File: src/rtl/div_sequencer.sv
// div_sequencer: control FSM for the 32-iteration shift-subtract divider.
//
// A one-cycle ctrl_DIV request starts a divide. It can also abort and restart
// one that is already running. The FSM walks IDLE -> LOAD -> ITER (x ITERATIONS)
// -> DONE. A zero divisor goes straight from LOAD to DONE.
//
// Ports
//   clock, reset         rising-edge clock, async active-high reset
//   ctrl_DIV             start / restart pulse
//   signA, signB         operand sign bits, valid with ctrl_DIV
//   divisorIsZero        divisor == 0, valid with ctrl_DIV
//   bootUp               datapath load strobe (LOAD)
//   iterEn               shift-subtract update enable (ITER)
//   iterCount            iteration index, 0 outside ITER
//   busy                 LOAD or ITER
//   negateQuotient       captured signA ^ signB
//   negateRemainder      captured signA
//   data_resultRDY       one-cycle completion pulse (DONE)
//   data_exception       divide-by-zero, only during DONE
module div_sequencer #(
  parameter int ITERATIONS = 32,
  parameter int CNT_W      = 5
) (
  input  logic             clock,
  input  logic             reset,
  input  logic             ctrl_DIV,
  input  logic             signA,
  input  logic             signB,
  input  logic             divisorIsZero,
  output logic             bootUp,
  output logic             iterEn,
  output logic [CNT_W-1:0] iterCount,
  output logic             busy,
  output logic             negateQuotient,
  output logic             negateRemainder,
  output logic             data_resultRDY,
  output logic             data_exception
);

  typedef enum logic [1:0] {IDLE, LOAD, ITER, DONE} state_e;

  localparam logic [CNT_W-1:0] LAST = CNT_W'(ITERATIONS - 1);

  state_e           state_q;
  logic [CNT_W-1:0] cnt_q;
  logic             nq_q, nr_q, zero_q;

  // A request in any state wins. It recaptures the flags and re-enters LOAD,
  // so an aborted divide never reaches DONE.
  // The counter is held at 0 except while the FSM stays in ITER.
  always_ff @(posedge clock or posedge reset) begin
    if (reset) begin
      state_q <= IDLE;
      cnt_q   <= '0;
      nq_q    <= 1'b0;
      nr_q    <= 1'b0;
      zero_q  <= 1'b0;
    end else if (ctrl_DIV) begin
      state_q <= LOAD;
      cnt_q   <= '0;
      nq_q    <= signA ^ signB;
      nr_q    <= signA;
      zero_q  <= divisorIsZero;
    end else begin
      case (state_q)
        IDLE: begin
          state_q <= IDLE;
          cnt_q   <= '0;
        end
        LOAD: begin
          state_q <= zero_q ? DONE : ITER;
          cnt_q   <= '0;
        end
        ITER: begin
          if (cnt_q == LAST) begin
            state_q <= DONE;
            cnt_q   <= '0;
          end else begin
            cnt_q   <= cnt_q + 1'b1;
          end
        end
        DONE: begin
          state_q <= IDLE;
          cnt_q   <= '0;
        end
        default: begin
          state_q <= IDLE;
          cnt_q   <= '0;
        end
      endcase
    end
  end

  // Moore decode: every strobe comes from the state register only.
  assign bootUp          = (state_q == LOAD);
  assign iterEn          = (state_q == ITER);
  assign busy            = (state_q == LOAD) || (state_q == ITER);
  assign data_resultRDY  = (state_q == DONE);
  assign data_exception  = (state_q == DONE) && zero_q;
  assign iterCount       = cnt_q;
  assign negateQuotient  = nq_q;
  assign negateRemainder = nr_q;

endmodule

File: config.mk
export PLATFORM = sky130hd
export DESIGN_NAME = div_sequencer
export DESIGN_NICKNAME = d
export VERILOG_FILES = /design/src/rtl/div_sequencer.sv
export SDC_FILE = /design/constraint.sdc
export NUM_CORES = 1
export LEC_CHECK = 0
export BUFFER_PORTS_ARGS = -buffer_cell sky130_fd_sc_hd__clkbuf_2
export CORE_AREA = 5 5 42 44
export CTS_BUF_LIST = sky130_fd_sc_hd__clkbuf_4 sky130_fd_sc_hd__clkbuf_8 sky130_fd_sc_hd__clkbuf_16
export DETAILED_ROUTE_END_ITERATION = 10
export DIE_AREA = 0 0 47 49
export PLACE_DENSITY = 0.67
export SLEW_MARGIN = 0
export SYNTH_ARGS = -nofsm -noshare
export SYNTH_HDL_FRONTEND = slang
export SYNTH_SLANG_ARGS = --single-unit
File: constraint.sdc
create_clock -name clock -period 1.8 [get_ports clock]
set_input_delay 0 -clock clock [delete_from_list [all_inputs] [get_ports clock]]
set_output_delay 0 -clock clock [all_outputs]
set_load 0.03 [all_outputs]
==> impl_metrics.yaml, run 1 <==
outcome:
  outcome: "finished clean"
power:
  p_comb_share_pct: 39.7
  switching_share_pct: 39.15
  p_int_w: 0.0004852
  power_frac_seq_pct: 35.4
  p_sw_w: 0.0003121
  peakVddDrop_v: 0.0005297
  leakagePower_nw: 0.3679
  power_density_nw_per_um2: 1130
  clockPowerShare_pct: 24.9
global_routing:
  antenna_found_initial: 0
  grt_pass1_vias: 391
  globalRouteOverflowTotal: 0
  grt_max_degree: 12
  grtUsageTotal_pct: 10.75
  grt_pass1_wl_mm: 1.704
sta:
  slew_headroom_pct: 74.95
  period_minus_slack_ns: 1.671
  finalSetupTns_ns: 0
  rsz0062_at_grt: "no"
  hold_viol_final: 0
  drv_slew: 0
  max_freq_ghz: 0.5985
  clock_skew_ns: 0.002745
  worst_pin_slew_ns: 0.3753
  finalSetupViolCount: 0
  fin_crit_sh_pct: 92.82
floorplan:
  die_h_um: 49
  coreArea_um2: 1401
  io_pins: 18
  start_util_pct: 38.93
  die_area_um2: 2303
  rows: 14
  dieWidth_um: 47
worst_setup_path:
  rr_startpoint: "iterCount[0]"
  critical_path_class: "register to register"
  critPathArrivalTime_ns: 1.82
  start_kind: "register"
  crit_required_ns: 1.95
  endpoint_kind: "register"
  r2r_cells: 5
  cp_max_fo: 7
  timing.rr.end: "state_q[0]"
  crit_path_end: "state_q[0]"
  startpoint: "iterCount[0]"
  r2r_setup_slack_ns: 0.13
cts:
  clockBufferDepth: 2
  htree_num_levels: 1
  cts_root_buf: "clkbuf_4"
  clkTransAtPathRegs_ns: 0.07
  cts_setup_buffers: 0
  clock_latency_ns: 0.26
  cts.sinks: 10
  numCtsBuffers: 3
  cts_tree: "built"
synthesis:
  synth_top_cell_by_area: "dfrtp_1"
  yosys_warnings: 0
  synthCells: 46
  seq_area_frac_synth_pct: 45.87
  yosysTopAreaCellShare_pct: 45.87
  syn-num-nets: 58
  syn-cell-area_um2: 545.5
  ys_types: 21
  synth.area.top_cells: "dfrtp_1, ha_1, mux2_2"
  syn_avg_cell_area_um2: 11.86
  ys_ff_latch: 10
layout:
  layout.cells.most_common: "clkbuf_2"
  final_nets: 82
  layout_common_cells: "clkbuf_2, dfrtp_1, inv_1, ha_1"
  design_area_um2: 705.7
  diodes: 0
  drive_gt1_share_pct: 39.13
  fillers: 138
  syn_to_final_growth_pct: 29.36
min_path:
  min_from: "signB"
  worstHoldPathType: "input port to register"
place:
  dp_hpwl_um: 748.1
  gp_congestion: 0.7131
  placed_cell_area_um2: 639.4
  port_buffers: 17
route:
  drt_iter0_markers: 2
  viasPerCell: 4.729
  drc: 0
  dr_total_vias: 402
  drt-total-wl_um: 961
  wl_per_cell_um: 11.31
  drtPass1Iterations: 3
  ant_nets: 0
job:
  cap_viol_max_count: 0
logic make-up (layout without fill, tap and decap cells):
logic type / count (synthesis) / count (layout) / share of synthesized area, %
and+or+nand+nor: 14 / 14 / 18.81
DFF: 10 / 10 / 45.87
buffers and inverters: 7 / 30 / 6.192
adders and majority gates: 6 / 6 / 13.76
AOI/OAI and AO/OA: 4 / 4 / 5.963
muxes: 3 / 3 / 6.192
xor gates and xnor gates: 2 / 2 / 3.212
what timing repair did:
action	in CTS	in global routing
endpoints found under the setup margin	0	0
hold endpoints to repair	12	0
gates resized for setup	0	0
hold buffers	3	0
sequential cells by signal (all words and copies together), names as in the netlist:
| register | cells |
|---|---|
| negateQuotient | 1 |
| iterCount | 5 |
| negateRemainder | 1 |
| state_q | 2 |
| zero_q | 1 |
critical path: stages (launching register included):
cell and delay [ns]:
dfrtp_1 0.41, ha_1 0.23, and3_1 0.18, ha_1 0.26, nand2b_1 0.19, o311a_1 0.29
power groups by stage:
stage / Clock, W / Sequential (W) / Combinational (W)
final: 0.000198 / 0.000282 / 0.000317
after global routing: 0.000224 / 0.000288 / 0.000345
after CTS: 0.000209 / 0.000283 / 0.000320
after detailed placement: 0 / 0.000288 / 0.000315
after global placement: 0 / 0.000286 / 0.000311
after floorplan: 0 / 0.000296 / 0.000228
cells in the mapped netlist:
| library cell | instances |
|---|---|
| nor2_1 | 3 |
| nor4bb_1 | 1 |
| xnor2_1 | 2 |
| and3_1 | 1 |
| ha_1 | 6 |
| nor3b_1 | 1 |
| o311a_1 | 1 |
| mux2_2 | 3 |
| a21oi_1 | 1 |
| nand2b_4 | 1 |
| buf_6 | 1 |
| and2_1 | 1 |
| nand3_1 | 1 |
| nand2b_1 | 1 |
| nor3_1 | 2 |
| a211o_2 | 1 |
| dfrtp_1 | 10 |
| a211oi_1 | 1 |
| nand4bb_1 | 1 |
| inv_1 | 6 |
| nor4b_2 | 1 |
layout make-up:
type	count	area [µm²]	share of cell area (%)
Clock buffer	4	36.28	5.142
Timing Repair Buffer	20	115.1	16.31
Sequential cell	10	250.2	35.46
Inverter	6	22.52	3.191
Tap cell	16	20.02	2.837
Multi-Input combinational cell	29	261.5	37.06
worst min path at each step:
stage,endpoint,slack [ns],cells after the start
finish,negateQuotient,0.03,3
global route,negateQuotient,0.02,3
CTS,negateQuotient,0.02,3
detailed placement,negateQuotient,-0.02,2
global placement,negateQuotient,-0.03,2
floorplan,iterCount[0],-0.16,1
metrics by stage:
stage	util (%)	cells	power (W)	hold slack [ns]	worst slack, ns
CTS	50.36	85	0.0008125	0.01594	0.1261
floorplan	-	46	0.0005242	-0.1598	0.04723
detailed placement	45.63	78	0.0006022	-0.01989	0.1414
global placement	45.63	78	0.0005975	-0.02607	0.1717
finish	50.36	85	0.0007974	0.02694	0.1292
global route	50.36	85	0.0008566	0.01968	0.03599
metal layers:
metal,vias up,global-route usage [%],wire [µm]
met3,4,4.428,48
met1,184,12.98,414
li1,205,-,-
met5,-,0,0
met4,0,8.295,28
met2,9,14.48,468
Power figures use the tool's default switching activity.
==> run 2: changes to the inputs <==
==> constraint.sdc (replaced) <==
create_clock -name clock -period 1.8 [get_ports clock]
set_input_delay 0.36 -clock clock [delete_from_list [all_inputs] [get_ports clock]]
set_output_delay 0.36 -clock clock [all_outputs]
set_load 0.03 [all_outputs]
==> run 2 against run 1 <==
  * Cell count is 3.5% lower
  * Sequential power hardly changed
  * Flip-flop and latch count stayed put
  * Combinational power is 2% lower
  * Sequential share of layout area is 1.6 points higher
  * Routed wire length is 2.4% lower
  * Critical path type is now register to output pin
  * Critical path depth is 1 lower
  * Largest power group unchanged
  * Global-route usage is 0.28 points lower
==> impl_metrics.yaml, run 2 (synthesis results as in run 1) <==
outcome:
  outcome: "finished clean"
place:
  port_buffers: 17
  gp_congestion: 0.7131
  dp_hpwl_um: 748.1
  place_ws_ns: 0.1414
worst_setup_path:
  crit_required_ns: 1.44
  critPathArrivalTime_ns: 1.32
  endpoint_kind: "output pin"
  start_kind: "register"
  critical_path_class: "register to output pin"
  cp_max_fo: 4
layout:
  final_util_pct: 48.21
  largest_register_ffs: 5
  final_nets: 79
  layout_common_cells: "clkbuf_2, dfrtp_1, inv_1, ha_1"
  layout.cells.most_common: "clkbuf_2"
  syn_to_final_growth_pct: 23.85
  drive_gt1_share_pct: 40.91
  diodes: 0
cts:
  htree_num_levels: 1
  clockBufferDepth: 2
  cts.sinks: 10
  clock_latency_ns: 0.26
  cts_tree: "built"
  cts_setup_buffers: 0
  clkTransAtPathRegs_ns: 0.07
  numCtsBuffers: 3
  cts_root_buf: "clkbuf_4"
  holdBufCountCts: 0
  ctsResizeCount: 0
sta:
  rsz0062_at_grt: "no"
  max_freq_ghz: 0.5962
  finalSetupTns_ns: 0
  hold_viol_final: 0
  worst_slack_ns: 0.1227
  fin_crit_sh_pct: 93.18
  drv_slew: 0
  finalSetupViolCount: 0
  holdWs_ns: 0.04380
  period_minus_slack_ns: 1.677
  slew_headroom_pct: 74.95
  clock_skew_ns: 0.002720
  worst_pin_slew_ns: 0.3753
global_routing:
  globalRouteOverflowTotal: 0
  grtUsageTotal_pct: 10.47
  grt_pass1_vias: 383
  grt_max_degree: 12
  antenna_found_initial: 0
  grt_pass1_wl_mm: 1.649
route:
  ant_nets: 0
  met2_length_um: 457
  route.met3.wl_um: 50
  drtPass1Iterations: 3
  drt_iter0_markers: 2
  dr_total_vias: 394
  wl_met1_um: 401
  top_layer: "met4"
  wl_per_cell_um: 11.44
  viasPerCell: 4.805
  drc: 0
  drt-total-wl_um: 938
power:
  clockPowerShare_pct: 25.0
  power_density_nw_per_um2: 1173
  p_sw_w: 0.0003113
  leakagePower_nw: 0.3554
  switching_share_pct: 39.29
  peakVddDrop_v: 0.0005291
  p_int_w: 0.0004810
  p_comb_share_pct: 39.4
  power_frac_seq_pct: 35.6
job:
  cap_viol_max_count: 0
floorplan:
  io_pins: 18
  rows: 14
  die_h_um: 49
  start_util_pct: 38.93
  dieWidth_um: 47
  die_area_um2: 2303
  coreArea_um2: 1401
min_path:
  worstHoldPathType: "input port to async pin"
run 2: cell types whose count changed in the layout (fill, tap and decap cells not counted):
cell | before | now
dlygate4sd3_1 | 3 | 0
run 2: path summary, 6_finish.rpt:
path | from | end | slack, ns | cells after the start
max in group asynchronous | reset | state_q[1] | 1.49 | 2
worst min-delay path | reset | negateRemainder | 0.04 | 2
worst min register to register | iterCount[0] | iterCount[0] | 0.49 | 1
worst max-delay path | state_q[0] | busy | 0.12 | 4
min in group clock | divisorIsZero | zero_q | 0.33 | 2
worst max register to register | iterCount[0] | state_q[0] | 0.13 | 5
run 2: final cells by class:
type	instances	area [µm²]
clock buffers	4	36.28
fillers	141	725.7
inverters	6	22.52
multi-input cells	29	261.5
flip-flops and latches	10	250.2
well taps	16	20.02
repair buffers	17	85.08
run 2: stage by stage:
stage          power [W]  cell area [µm²]  instances
5_1_grt        0.0008510            675.6         82
2_1_floorplan  0.0005242            545.5         46
6_report       0.0007923            675.6         82
4_1_cts        0.0008074            675.6         82
3_5_place_dp   0.0006022            639.4         78
3_3_place_gp   0.0005975            639.4         78
run 2: worst max-delay path, cell delays in order, from the launching register on:
cell and delay, ns:
dfrtp_1 0.40, inv_1 0.08, ha_1 0.32, inv_1 0.06, clkbuf_2 0.19
run 2: power by group through the flow:
| stage | Clock [W] | Sequential [W] | Combinational, W |
|---|---|---|---|
| detailed placement | 0 | 0.000288 | 0.000315 |
| finish | 0.000198 | 0.000282 | 0.000312 |
| floorplan | 0 | 0.000296 | 0.000228 |
| CTS | 0.000209 | 0.000283 | 0.000315 |
| global route | 0.000224 | 0.000288 | 0.000339 |
| global placement | 0 | 0.000286 | 0.000311 |
run 2: metal layers:
layer | global-route usage, % | vias to the layer above
met5 | 0 | -
met4 | 8.295 | 0
met3 | 4.428 | 4
met2 | 14.48 | 9
met1 | 12.07 | 182
li1 | - | 199
==> run 3: changes to the inputs <==
--- a/config.mk
+++ b/config.mk
@@ -5,11 +5,13 @@
 export SDC_FILE = /design/constraint.sdc
 export NUM_CORES = 1
 export LEC_CHECK = 0
+export ABC_CLOCK_PERIOD_IN_PS = 1800
 export BUFFER_PORTS_ARGS = -buffer_cell sky130_fd_sc_hd__clkbuf_2
 export CORE_AREA = 5 5 42 44
 export CTS_BUF_LIST = sky130_fd_sc_hd__clkbuf_4 sky130_fd_sc_hd__clkbuf_8 sky130_fd_sc_hd__clkbuf_16
 export DETAILED_ROUTE_END_ITERATION = 10
 export DIE_AREA = 0 0 47 49
+export GPL_TIMING_DRIVEN = 0
 export PLACE_DENSITY = 0.67
 export SLEW_MARGIN = 0
 export SYNTH_ARGS = -nofsm -noshare
==> run 3 against run 2 <==
  * Sequential share of layout area decreased by 0.61 points
  * Cell area increased by 1.7%
  * Clock power increased by 3%
  * Global-route usage increased by 0.59 points
  * Die area unchanged
  * Sequential power about the same
  * Flip-flop and latch count unchanged
  * Largest cell class unchanged
  * Highest routed layer unchanged
==> impl_metrics.yaml, run 3 (synthesis results as in run 1) <==
sta:
  period_minus_slack_ns: 1.691
  rsz0062_at_grt: "no"
  hold_viol_final: 0
  holdWs_ns: 0.04105
  drv_slew: 0
  worst_pin_slew_ns: 0.3910
  finalSetupTns_ns: 0
  finalSetupViolCount: 0
  max_freq_ghz: 0.5915
  fin_crit_sh_pct: 93.92
  slew_headroom_pct: 73.91
  clock_skew_ns: 0.002738
route:
  drtPass1Iterations: 2
  ant_nets: 0
  drc: 0
  drt-total-wl_um: 984
  wl_per_cell_um: 11.86
  drt_iter0_markers: 2
  viasPerCell: 4.783
  dr_total_vias: 397
floorplan:
  dieWidth_um: 47
  io_pins: 18
  rows: 14
  die_h_um: 49
  start_util_pct: 38.93
  coreArea_um2: 1401
  die_area_um2: 2303
job:
  cap_viol_max_count: 0
global_routing:
  grt_pass1_wl_mm: 1.821
  grt_pass1_vias: 415
  globalRouteOverflowTotal: 0
  grt_max_degree: 11
  grtUsageTotal_pct: 11.06
  antenna_found_initial: 0
place:
  gp_congestion: 0.6691
  port_buffers: 17
  dp_hpwl_um: 786.4
  placed_cell_area_um2: 650.6
worst_setup_path:
  path_cells: "ha_1, and3_1, ha_1, nand2b_1, o311a_1"
  endpoint_kind: "register"
  critical_path_class: "register to register"
  critPathMostFrequentCell: "ha_1"
  start_kind: "register"
  crit_buf_inv: 0
  critPathTopFamily: "adder cells"
  cp_max_fo: 7
  r2r_setup_slack_ns: 0.11
  slowest_delay_ns: 0.41
  crit_required_ns: 1.95
  critPathArrivalTime_ns: 1.84
  crit_path_top_delay_cell: "dfrtp_1"
layout:
  drive_gt1_share_pct: 41.79
  design_area_um2: 686.9
  layout.cells.most_common: "clkbuf_2"
  fillers: 142
  layout_common_cells: "clkbuf_2, dfrtp_1, inv_1, ha_1"
  largest_register_ffs: 5
  syn_to_final_growth_pct: 25.92
  final_util_pct: 49.02
  diodes: 0
  final_nets: 80
cts:
  cts.sinks: 10
  holdBufCountCts: 0
  clockBufferDepth: 2
  htree_num_levels: 1
  cts_root_buf: "clkbuf_4"
  numCtsBuffers: 3
  ctsResizeCount: 0
  clkTransAtPathRegs_ns: 0.07
  cts_setup_buffers: 0
  clock_latency_ns: 0.27
  cts_tree: "built"
power:
  power_density_nw_per_um2: 1158
  peakVddDrop_v: 0.0005407
  p_total_w: 0.0007957
  leakagePower_nw: 0.3614
outcome:
  outcome: "finished clean"
min_path:
  worstHoldPathType: "input port to async pin"
[run 3: worst paths after layout]
check / startpoint / end / cells after the start
worst max register to register: iterCount[0] / state_q[0] / 5
max in group asynchronous: reset / state_q[1] / 2
worst min-delay path: reset / iterCount[3] / 2
worst max-delay path: iterCount[0] / state_q[0] / 5
min in group clock: divisorIsZero / zero_q / 2
worst min register to register: iterCount[0] / iterCount[0] / 1
[run 3: metal layers]
metal  vias up  share of wire (%)  wire length, µm  GRT usage (%)
li1        199                  -                -              -
met1       184                 42              414          13.96
met2        10                 48              476          15.61
met3         4                6.1               60          2.583
met4         0                3.3               32          8.295
met5         -                  0                0              0
[run 3: power breakdown]
group,internal (W),total [W],switching [W]
Sequential,0.000252,0.000282,0.0000298
Combinational,0.000107,0.000310,0.000203
Clock,0.000123,0.000204,0.0000816
Total,0.000482,0.000796,0.000314
[run 3: layout make-up]
cell class | instances | area (µm²) | share of cell area (%)
multi-input cells | 29 | 261.5 | 38.07
flip-flops and latches | 10 | 250.2 | 36.43
repair buffers | 17 | 85.08 | 12.39
clock buffers | 4 | 36.28 | 5.282
inverters | 6 | 22.52 | 3.279
well taps | 16 | 20.02 | 2.914
plain buffers | 1 | 11.26 | 1.639
[run 3: metrics by stage]
step                      setup slack, ns  std cells
after floorplan                   0.04723         46
after global placement             0.1254         79
after detailed placement           0.1148         79
after CTS                          0.1008         83
after global routing              0.02359         83
final                              0.1095         83
